**src/rtl/bias_stream_buffer.sv**
```systemverilog
// Loadable bias/weight row store streaming bursts of packed rows; first row 1 cycle after start.
// Output held stable while w_valid && !w_ready; one row per cycle when the consumer is ready.
module bias_stream_buffer #(
  parameter int D_WL      = 24,
  parameter int UNITS_NUM = 5,
  parameter int DEPTH     = 6,
  parameter int ADDR_W    = 8,
  parameter int LANE_W    = 3
) (
  input  logic                      clk,
  input  logic                      rst_n,
  input  logic                      ld_valid,
  input  logic [ADDR_W-1:0]         ld_addr,
  input  logic [LANE_W-1:0]         ld_lane,
  input  logic [D_WL-1:0]           ld_data,
  input  logic                      start,
  input  logic [ADDR_W-1:0]         start_addr,
  input  logic [ADDR_W-1:0]         burst_len,
  output logic [UNITS_NUM*D_WL-1:0] w_o,
  output logic                      w_valid,
  input  logic                      w_ready,
  output logic                      busy,
  output logic                      done,
  output logic                      err
);

  localparam int ROW_W = UNITS_NUM * D_WL;

  typedef enum logic [1:0] {
    S_IDLE,
    S_RUN,
    S_DONE
  } state_t;

  state_t            state;
  state_t            state_nxt;
  logic [ROW_W-1:0]  rows [DEPTH];
  logic [ADDR_W-1:0] ptr;
  logic [ADDR_W-1:0] cnt;
  logic [ADDR_W-1:0] ptr_nxt;
  logic [ROW_W-1:0]  start_row;
  logic [ROW_W-1:0]  next_row;
  logic              start_ok;
  logic              start_bad;
  logic              ld_ok;
  logic              ld_bad;
  logic              hs;
  logic              last;

  assign start_ok  = (state == S_IDLE) && start && (int'(start_addr) < DEPTH);
  assign start_bad = (state == S_IDLE) && start && (int'(start_addr) >= DEPTH);
  assign ld_ok     = ld_valid && (int'(ld_addr) < DEPTH) && (int'(ld_lane) < UNITS_NUM);
  assign ld_bad    = ld_valid && !ld_ok;
  assign hs        = (state == S_RUN) && w_valid && w_ready;
  assign last      = (cnt == ADDR_W'(1));
  assign ptr_nxt   = (int'(ptr) == DEPTH - 1) ? '0 : ptr + ADDR_W'(1);

  // Fetch muxes read the registered rows, so a same-edge load is not seen (read-before-write).
  always_comb begin
    start_row = '0;
    next_row  = '0;
    for (int r = 0; r < DEPTH; r++) begin
      if (start_addr == ADDR_W'(r)) start_row = rows[r];
      if (ptr_nxt == ADDR_W'(r))    next_row  = rows[r];
    end
  end

  always_ff @(posedge clk or negedge rst_n) begin
    if (!rst_n) state <= S_IDLE;
    else        state <= state_nxt;
  end

  always_comb begin
    state_nxt = state;
    busy      = 1'b0;
    done      = 1'b0;
    case (state)
      S_IDLE: if (start_ok) state_nxt = S_RUN;
      S_RUN: begin
        busy = 1'b1;
        if (hs && last) state_nxt = S_DONE;
      end
      S_DONE: begin
        done      = 1'b1;
        state_nxt = S_IDLE;
      end
      default: state_nxt = S_IDLE;
    endcase
  end

  always_ff @(posedge clk or negedge rst_n) begin
    if (!rst_n) begin
      for (int r = 0; r < DEPTH; r++) rows[r] <= '0;
      ptr     <= '0;
      cnt     <= '0;
      w_o     <= '0;
      w_valid <= 1'b0;
      err     <= 1'b0;
    end else begin
      if (ld_ok) begin
        for (int r = 0; r < DEPTH; r++) begin
          for (int k = 0; k < UNITS_NUM; k++) begin
            if (ld_addr == ADDR_W'(r) && ld_lane == LANE_W'(k))
              rows[r][k*D_WL +: D_WL] <= ld_data;
          end
        end
      end

      if (start_ok) begin
        ptr     <= start_addr;
        cnt     <= (burst_len == '0) ? ADDR_W'(1) : burst_len;
        w_o     <= start_row;
        w_valid <= 1'b1;
        err     <= 1'b0;
      end else if (hs) begin
        cnt <= cnt - ADDR_W'(1);
        if (last) begin
          w_valid <= 1'b0;
        end else begin
          ptr <= ptr_nxt;
          w_o <= next_row;
        end
      end

      // An illegal access in the same cycle as a legal start still flags.
      if (start_bad || ld_bad) err <= 1'b1;
    end
  end

endmodule

```
**config.mk**
```make
export PLATFORM = sky130hd
export DESIGN_NAME = bias_stream_buffer
export DESIGN_NICKNAME = d
export VERILOG_FILES = /design/src/rtl/bias_stream_buffer.sv
export SDC_FILE = /design/constraint.sdc
export NUM_CORES = 1
export LEC_CHECK = 0
export BUFFER_PORTS_ARGS = -buffer_cell sky130_fd_sc_hd__buf_2
export CAP_MARGIN = 40
export CORE_UTILIZATION = 40
export DETAILED_ROUTE_END_ITERATION = 6
export PLACE_DENSITY = 0.62
export SLEW_MARGIN = 15
export SYNTH_ARGS = -nofsm -noshare
export SYNTH_HDL_FRONTEND = slang
export SYNTH_SLANG_ARGS = --single-unit
```
**constraint.sdc**
```tcl
create_clock -name clk -period 2.3 [get_ports clk]
set_input_delay 0.46 -clock clk [delete_from_list [all_inputs] [get_ports clk]]
set_output_delay 0.46 -clock clk [all_outputs]
set_load 0.02 [all_outputs]
```
==> results.md <==
* Run status: finished, violations left
* Failing checks: negative setup slack
* Largest family of logic cells by synthesized area: compound AO/OA/AOI/OAI gates
* Post-Syn Nets at 4,376
* Router iterations before antenna repair at 6
* Simple-gate area share of the yosys netlist at under 10%
* Skew-Pair Late Insertion Delay at around 0.7 ns
* GRT busiest layer: met2
* Routed wire per std cell at 28.7 microns
* Mapped Cells at 4,316
* Vias/cell at 6.41
* Final worst slack at -0.393 ns
* EDFF count, synth at 0
* Worst Hold Class: in -> reg
* GRT Util Overall at 30.0%
* Maximum fanout along the worst path at 25
* Chip Height at 337 microns
* Synth-to-Final Area Change at 24.9%
* Maximum VDD drop at 1300 uV
* Crit path arrival time at 3.26 ns
* Drt total wl at 176,000 microns
* Final slew viol count at 0
* Row count at between 100 and 150
* Mux cell area share after synthesis at 20.1%
* Residual DRC at 0
* Leading area contributor after synthesis: dfrtp_1
* Max Freq at 371 MHz
* Mean post-synth cell area at slightly above 10 sq um
* RSZ-0062 raised after global routing: yes
* Clk pin slew, worst setup/hold paths at 0.06 ns
* Number of synthesized register bits at between 800 and 900
* Headroom to the max-slew limit at about 43%
* TNS Setup at -36.00 ns
* Synth Area in Adders at 0.112%
* H-Tree Depth at 3
* Starting Density at 40.4%
* Worst slack, placed at -0.688 ns
* Filler cell count at 9,872
* Syn Std Cell Area at 44,800 sq um
* Hold Vio Cnt, Final at 0
* Top cells by area, synth: dfrtp_1 48%, mux2_2 18%, o21ai_0 5.0%, a21oi_1 3.6%, nand2_1 2.9%
* First-pass GRT wire length at 254,000 microns
* Largest net degree at the start of global routing at 120
* # IOs at 180
* Crit. End Element: flip-flop
* TritonCTS Sinks at 860
* Final min period at ~2.7 ns
* Die area at about 110,000 sq um
* Power per cell area at about 1200 nW/um^2
* GR Util met1 at approximately two fifths
* CTS max path bufs at 3
* 1st-iter DRT viols at 5,083
* Most instantiated cells after synthesis: 860 x dfrtp_1, 721 x mux2_2, 446 x o21ai_0
* Main flop type after synthesis: dfrtp_1
* Root Buffer Master: clkbuf_16
* Antenna viol nets, final at 0
* I/O Buffers at 179
* Met3 usage at 6.18%
* Overflow after GRT at 0
* Final Net Count at 4,632
* Max-cap violation count at 0
* Static Leak at 25.0 nW
* CTS tree: done
* CP Class: reg -> reg
* Synthesis Warnings at 0
* M2 GR Usage at 45.5%
* Slew @ Worst Pin at approximately 0.86 ns
* Core area at ~110,000 sq um
* Crit start category: flip-flop
* Clock skew at 0.0370 ns
* # setup viols final at 120
* Async SR Flop Fraction at between 90% and 100%
* XOR/XNOR Fraction of Synth Area at 0.0782%
* Die W at 337 microns
* CTS buffer count at 94
* Sequential-to-total area share from yosys stat at about half
* Layout cells sized above 1 at a little over a third
* Vias in the first global route at about 38,000
* Vias post-DR at between 30,000 and 40,000
* Initial antenna violation count at 11
* Crit share post-route at 117%
* Synth top area share at 48.0%
* Synth Area in Compound Gates at around 20%
* Hpwl dp at ~100,000 microns
* RD Place Congestion at 0.868
* CP required at 2.87 ns
* Most common cell in the netlist: dfrtp_1
* Yosys cell types at 74
[registers in the layout (all words and copies together) (netlist names)]
| name | count |
|---|---|
| err | 1 |
| state | 2 |
| w_valid | 1 |
| ptr | 8 |
| cnt | 8 |
| w_o | 120 |
| rows | 720 |
[kinds of logic after synthesis]
kind of cell,after synthesis
buffers and inverters,484
xor gates and xnor gates,4
DFF,860
muxes,800
and+or+nand+nor,708
adders and majority gates,4
AOI/OAI and AO/OA,1456
[per-layer routing]
layer  routed length (microns)  share of wire, %
met5                        34             0.019
met4                      7650               4.3
met3                     17700                10
met2                     77600                44
met1                     72900                41
[worst max-delay path, stage by stage, from the launching register on]
cell      delay [ns]
dfrtp_4         0.51
ha_4            0.19
buf_12          0.12
xor2_4          0.18
or2_4           0.37
buf_12          0.18
buf_16          0.17
nor3_1          0.16
a21oi_1         0.06
o21a_1          0.20
a221oi_1        0.29
o21ai_1         0.11
[report_power, final]
part / internal, mW / total, mW / switching (mW)
registers: 16.1 / 17.2 / 1.06
clock network: 9.14 / 15.7 / 6.57
logic: 13.7 / 33.8 / 20.0
total: 39.0 / 66.7 / 27.7
[cell usage in the layout, fill, tap and decap left out, drive strengths merged, types with 46 or more instances in the layout]
cell / synthesis / layout
dfrtp: 860 / 860
mux2: 721 / 721
buf: 111 / 600
o21ai: 500 / 500
nand2: 350 / 350
a21oi: 325 / 325
nor2: 167 / 167
clkbuf: 345 / 157
nor3: 102 / 102
a221oi: 96 / 96
o21a: 89 / 89
a31oi: 88 / 88
a22oi: 86 / 86
o2bb2ai: 80 / 80
mux2i: 70 / 70
a211oi: 46 / 46
[final cells by class]
class / count / area, sq um / area share, %
timing repair buffer: 615 / 6760 / 12.1
tap: 1488 / 1860 / 3.33
inverter: 28 / 105 / 0.188
clock inverter: 21 / 325 / 0.581
clock buffer: 148 / 2840 / 5.07
multi-input combinational: 2973 / 22600 / 40.3
sequential: 860 / 21500 / 38.5
antenna: 2 / 5.00 / 0.00894
[metrics by stage]
step                      utilization, %  instances  area [sq um]  hold WS, ns  total power [mW]
after floorplan                        -       4316         45000        0.164              31.3
after global routing                50.5       6133         56000       0.0347              68.9
after global placement              45.5       5896         50500        0.484              43.2
final                               50.5       6135         56000       0.0379              66.7
after detailed placement            45.6       5897         50500        0.483              43.5
after CTS                           49.8       6113         55200      0.00831              63.8
[path summary, 6_finish.rpt]
kind                         startpoint       to  slack [ns]  cells past startpoint
setup / recovery                 ptr[0]  w_o[31]       -0.39                     11
hold / removal             burst_len[7]   cnt[7]        0.04                      3
setup reg to reg                 ptr[0]  w_o[31]       -0.39                     11
hold reg to reg                 w_o[37]  w_o[37]        0.50                      2
max in group asynchronous         rst_n  w_o[48]        1.09                      3
min in group asynchronous         rst_n  w_o[17]        0.47                      3
[what timing repair did]
action,CTS,global route
hold buffers,2,0
cloned,19,10
resized for setup,171,111
setup endpoints to repair,125,124
pin swaps,27,45
setup buffers,26,12
hold endpoints to repair,216,0
Note: power is estimated with default switching activity, not from simulation.
